### src/rtl/shared_port_sched_pkg.sv
`default_nettype none
// ============================================================================
// Module   : shared_port_sched_pkg
// Brief    : State encoding and index-width helper for shared_port_sched.
// Revision : 1.0
// ============================================================================
package shared_port_sched_pkg;

    localparam logic [0:0] c_st_idle = 1'b0;
    localparam logic [0:0] c_st_own  = 1'b1;

    // Index width for n requesters; never narrower than one bit.
    function automatic int idx_width(input int n);
        return (n > 1) ? $clog2(n) : 1;
    endfunction

endpackage
`default_nettype wire

### src/rtl/shared_port_sched_rr_pick.sv
`default_nettype none
// ============================================================================
// Module   : shared_port_sched_rr_pick
// Brief    : Combinational masked round-robin picker, scanning from last+1.
// Revision : 1.0
// ============================================================================
module shared_port_sched_rr_pick
    import shared_port_sched_pkg::*;
#(
    parameter int NR = 4,
    parameter int IW = idx_width(NR)
) (
    input  logic [NR-1:0] req,
    input  logic [NR-1:0] mask,
    input  logic [IW-1:0] last,
    output logic [NR-1:0] onehot,
    output logic [IW-1:0] idx,
    output logic          valid
);

    logic [NR-1:0] w_cand;

    assign w_cand = req & ~mask;

    always_comb begin
        onehot = '0;
        idx    = '0;
        valid  = 1'b0;
        for (int i = 1; i <= NR; i++) begin
            if (!valid && w_cand[IW'((int'(last) + i) % NR)]) begin
                valid                               = 1'b1;
                idx                                 = IW'((int'(last) + i) % NR);
                onehot[IW'((int'(last) + i) % NR)]  = 1'b1;
            end
        end
    end

endmodule
`default_nettype wire

### src/rtl/shared_port_sched.sv
`default_nettype none
// ============================================================================
// Module   : shared_port_sched
// Brief    : Round-robin lock scheduler sharing one port among NR requesters.
//            Hold-limit pre-emption is built only with SCHED_HOLD_TIMEOUT_EN.
// Revision : 1.0
// ============================================================================
module shared_port_sched
    import shared_port_sched_pkg::*;
#(
    parameter int NR       = 4,
    parameter int MAX_HOLD = 16,
    parameter int CW       = $clog2(MAX_HOLD + 1)
) (
    input  logic                   clk,
    input  logic                   reset,
    input  logic [NR-1:0]          req,
    input  logic [NR-1:0]          rel,
    input  logic                   stall,
    output logic [NR-1:0]          gnt_v,
    output logic [$clog2(NR)-1:0]  gnt_e,
    output logic                   gnt_val,
    output logic                   timeout
);

    localparam int IW = idx_width(NR);

    logic [0:0]    r_state;
    logic [NR-1:0] r_gnt_v;
    logic [IW-1:0] r_gnt_e;
    logic [IW-1:0] r_last;
    logic          r_gnt_val;
    logic          r_timeout;

    logic          w_own;
    logic [NR-1:0] w_mask;
    logic [IW-1:0] w_pick_last;
    logic [NR-1:0] w_pick_oh;
    logic [IW-1:0] w_pick_idx;
    logic          w_pick_val;
    logic          w_rel_own;
    logic          w_req_own;
    logic          w_others;
    logic          w_limit;
    logic          w_end;
    logic          w_to;

    assign w_own = (r_state == c_st_own);

    // While owning, the same picker serves the handoff: owner masked, scan from owner+1.
    assign w_mask      = w_own ? r_gnt_v : '0;
    assign w_pick_last = w_own ? r_gnt_e : r_last;

    shared_port_sched_rr_pick #(
        .NR (NR),
        .IW (IW)
    ) u_pick (
        .req    (req),
        .mask   (w_mask),
        .last   (w_pick_last),
        .onehot (w_pick_oh),
        .idx    (w_pick_idx),
        .valid  (w_pick_val)
    );

    assign w_rel_own = |(rel & r_gnt_v);
    assign w_req_own = |(req & r_gnt_v);
    assign w_others  = |(req & ~r_gnt_v);
    assign w_end     = w_rel_own | ~w_req_own | w_limit;
    assign w_to      = w_limit & ~w_rel_own & w_req_own;

`ifdef SCHED_HOLD_TIMEOUT_EN
    localparam logic [CW-1:0] c_hold_last = CW'(MAX_HOLD - 1);

    logic [CW-1:0] r_hold_cnt;

    assign w_limit = w_own && w_others && (r_hold_cnt == c_hold_last);

    // Counts only while a competitor waits; cleared on any ownership change.
    always_ff @(posedge clk) begin
        if (reset || !w_own || w_end) begin
            r_hold_cnt <= '0;
        end else if (w_others && (r_hold_cnt != c_hold_last)) begin
            r_hold_cnt <= r_hold_cnt + 1'b1;
        end
    end
`else
    logic w_unused_hold;

    assign w_limit       = 1'b0;
    // Keeps the hold-limit parameters referenced when the limit is compiled out.
    assign w_unused_hold = ^CW'(MAX_HOLD);
`endif

    always_ff @(posedge clk) begin
        if (reset) begin
            r_state   <= c_st_idle;
            r_gnt_v   <= '0;
            r_gnt_e   <= '0;
            r_gnt_val <= 1'b0;
            r_timeout <= 1'b0;
            r_last    <= IW'(NR - 1);
        end else begin
            r_timeout <= 1'b0;
            case (r_state)
                c_st_idle: begin
                    if (!stall && w_pick_val) begin
                        r_state   <= c_st_own;
                        r_gnt_v   <= w_pick_oh;
                        r_gnt_e   <= w_pick_idx;
                        r_gnt_val <= 1'b1;
                    end
                end
                c_st_own: begin
                    if (w_end) begin
                        r_last    <= r_gnt_e;
                        r_timeout <= w_to;
                        if (!stall && w_pick_val) begin
                            r_gnt_v <= w_pick_oh;
                            r_gnt_e <= w_pick_idx;
                        end else begin
                            r_state   <= c_st_idle;
                            r_gnt_v   <= '0;
                            r_gnt_e   <= '0;
                            r_gnt_val <= 1'b0;
                        end
                    end
                end
                default: r_state <= c_st_idle;
            endcase
        end
    end

    assign gnt_v   = r_gnt_v;
    assign gnt_e   = r_gnt_e;
    assign gnt_val = r_gnt_val;
    assign timeout = r_timeout;

endmodule
`default_nettype wire

### config.mk
export PLATFORM = sky130hd
export DESIGN_NAME = shared_port_sched
export DESIGN_NICKNAME = d
export VERILOG_FILES = /design/src/rtl/shared_port_sched_pkg.sv /design/src/rtl/shared_port_sched_rr_pick.sv /design/src/rtl/shared_port_sched.sv
export SDC_FILE = /design/constraint.sdc
export NUM_CORES = 1
export LEC_CHECK = 0
export BUFFER_PORTS_ARGS = -buffer_cell sky130_fd_sc_hd__clkbuf_2
export CORE_ASPECT_RATIO = 1.5
export CORE_MARGIN = 8
export CORE_UTILIZATION = 60
export DETAILED_ROUTE_END_ITERATION = 8
export PLACE_DENSITY = 0.84
export SKIP_CTS_REPAIR_TIMING = 1
export SLEW_MARGIN = 20
export SYNTH_ARGS = -nofsm -noshare
export SYNTH_HDL_FRONTEND = slang
export SYNTH_SLANG_ARGS = --single-unit
### constraint.sdc
create_clock -name clk -period 4.3 [get_ports clk]
set_clock_uncertainty 0.2 [all_clocks]
set_input_delay 0.43 -clock clk [delete_from_list [all_inputs] [get_ports clk]]
set_output_delay 0.43 -clock clk [all_outputs]
set_load 0.02 [all_outputs]
==> reports/results.ini <==
[finish]
nets=179
seqCellArea_um2=200
syn2layout_area_growth_pct=7.17
n_antenna_cell=0
drive_gt1_share_pct=26.9
nFillCells=174
multi_input_area_um2=936
post-route-cell-area_um2=1330

[worst_setup_path]
crit_required_ps=4300
startpoint=r_state
cp.arrival_ps=3080
timing.rr.start=r_state
critPathMaxFanout=17
critPathLaunchType=flip-flop
cp-end-kind=flip-flop
path_class=flip-flop to flip-flop

[outcome]
outcome=finished, final reports clean

[sta]
slew_violations=0
fin_crit_ps=3070
hold_viol=0
slew_headroom_pct=47.0
rsz0062_at_grt=no
max_freq_mhz=325
finalSetupViolCount=0
worst_slew_pin_slew_ps=794
period_share_pct=71.5
fin_setup_tns_ps=0

[global_route]
grt_pass1_wl_um=5460
grt_overflow=0
grt_pass1_vias=1150
track_usage_pct=17.8
antenna_found_initial=0
grt_max_degree=18

[min_path]
hold_start=reset
hold_path_class=primary input to flip-flop

[route]
viasPerCell=6.77
wl_um=3330
postRouteAntennaNets=0
avgRoutedWirePerCell_um=18.3
num_vias=1233
drc_errors=0
first_iter_violations=63
first_pass_iters=4

[logic_synthesis]
syn_nets=165
synthArstFlopShare_pct=0
synth_cell_types=55
ys_ff_latch=10
synthFlopType=dfxtp_1
synth_area_um2=1240
synth_edf_count=0
synth_area_per_cell_um2=8.43
yosysWarnings=0
synthCells=147
yosysSeqAreaShare_pct=16.2

[placed_design]
place_area_um2=1290
place_congestion=0.943
io_buffers=17
dp.final_hpwl_um=2510

[floorplanning]
die-area_um2=3800
dieHeight_um=71.6
die_w_um=53.1
coreArea_um2=2000
initial_core_util_pct=61.9
num_io_pins=19
num_rows=20

[power]
p_sw_mw=0.226
internal_power_mw=0.266
pwr-share-comb_pct=56.5
ir_worst_vdd_mv=0.181
swShare_pct=46.0
leakage_nw=0.511
pwr-share-seq_pct=26.1
power_density_nw_per_um2=371
pwr-share-clk_pct=17.4

[clock_tree]
clock_tree.buffer_depth=2
cts.sinks=10
cts-root-buf=clkbuf_4
clock_latency_ps=270
htreeDepth=1
cts_tree=yes
path_clk_slew_ps=70
numCtsBuffers=3

[run]
drv_cap=0

## layout make-up
class	count	area share, %
Timing Repair Buffer	18	6.97
Tap cell	22	2.07
Sequential cell	10	15.1
Multi-Input combinational cell	120	70.5
Clock buffer	4	2.73
Inverter	8	2.64
## state kept, by name, indices dropped and copies added, names as in the netlist
signal	flops
gnt_val	1
gnt_e	2
gnt_v	4
r_last	2
r_state	1
## cells in the mapped netlist (all sizes together), types with 3 or more instances
master	number	area share, %
o211ai	3	1.8
o21ai	10	4.0
nor3	7	2.8
nor2	9	3.3
nand3	8	3.2
a22o	5	3.5
a211oi	4	2.8
inv	8	2.8
nand2	12	3.8
ha	7	7.1
a21oi	7	2.8
a21bo	4	4.2
dfxtp	10	16
a21boi	4	3.3
mux2i	7	8.0
a221oi	4	3.3
buf	8	5.2
## worst paths after layout
path / to / slack, ps / depth (start not counted)
worst max-delay path: gnt_v[3] / 1230 / 6
worst max register to register: gnt_v[3] / 1230 / 6
worst min register to register: r_last[0] / 320 / 2
worst min-delay path: r_state / 230 / 2
## power by group through the flow
stage	Sequential [mW]	Combinational, mW	Clock (mW)
global route	0.131	0.306	0.0895
finish	0.129	0.278	0.0858
floorplan	0.134	0.218	0
detailed placement	0.130	0.274	0
CTS	0.128	0.275	0.0874
global placement	0.129	0.268	0
## cells by family (layout without fill, tap and decap cells)
kind of cell | after synthesis | after routing | share of synthesized area, %
compound gates | 60 | 60 | 39.8
fa+ha+maj | 7 | 7 | 7.07
buf+inv | 17 | 30 | 8.28
flops | 10 | 10 | 16.2
mux | 9 | 9 | 11.0
other cells | 1 | 1 | 0.303
simple gates | 43 | 43 | 17.4
## cells in the final DEF (no fill, tap or decap), types with 4 or more instances in the layout
cell type	n
dfxtp_1	10
a22o_1	5
nor2_1	8
nand2_1	11
nand3_1	8
clkbuf_2	17
o21ai_0	6
nor3_1	7
ha_1	7
o21ai_1	4
inv_1	6
a21oi_1	7
mux2i_1	4
## layer usage
layer / wire length (µm) / vias to the layer above / GRT usage [%] / share of wire, %
li1: - / 596 / - / -
met1: 1300 / 560 / 21.1 / 39
met2: 1650 / 69 / 29.1 / 50
met3: 316 / 8 / 3.73 / 9.5
met4: 63 / 0 / 7.61 / 1.9
met5: 0 / - / 0 / 0
## metrics by stage
| stage | setup WS [ps] | hold WS, ps | std cells | power, mW | util (%) |
|---|---|---|---|---|---|
| floorplan | 1990 | 279 | 147 | 0.352 | - |
| global placement | 1330 | 276 | 178 | 0.397 | 64.5 |
| detailed placement | 1250 | 312 | 178 | 0.405 | 64.5 |
| CTS | 1240 | 225 | 182 | 0.491 | 66.3 |
| global route | 1030 | 248 | 182 | 0.527 | 66.3 |
| finish | 1230 | 232 | 182 | 0.493 | 66.3 |
## worst max-delay path, cell delays in order, from the launching register on
cell      delay [ps]
dfxtp_1          840
mux2i_4          610
ha_1             460
mux4_2           410
a211oi_2         240
a221oi_1         120
o21ai_1          120
Note: power is estimated with default switching activity, not from simulation.
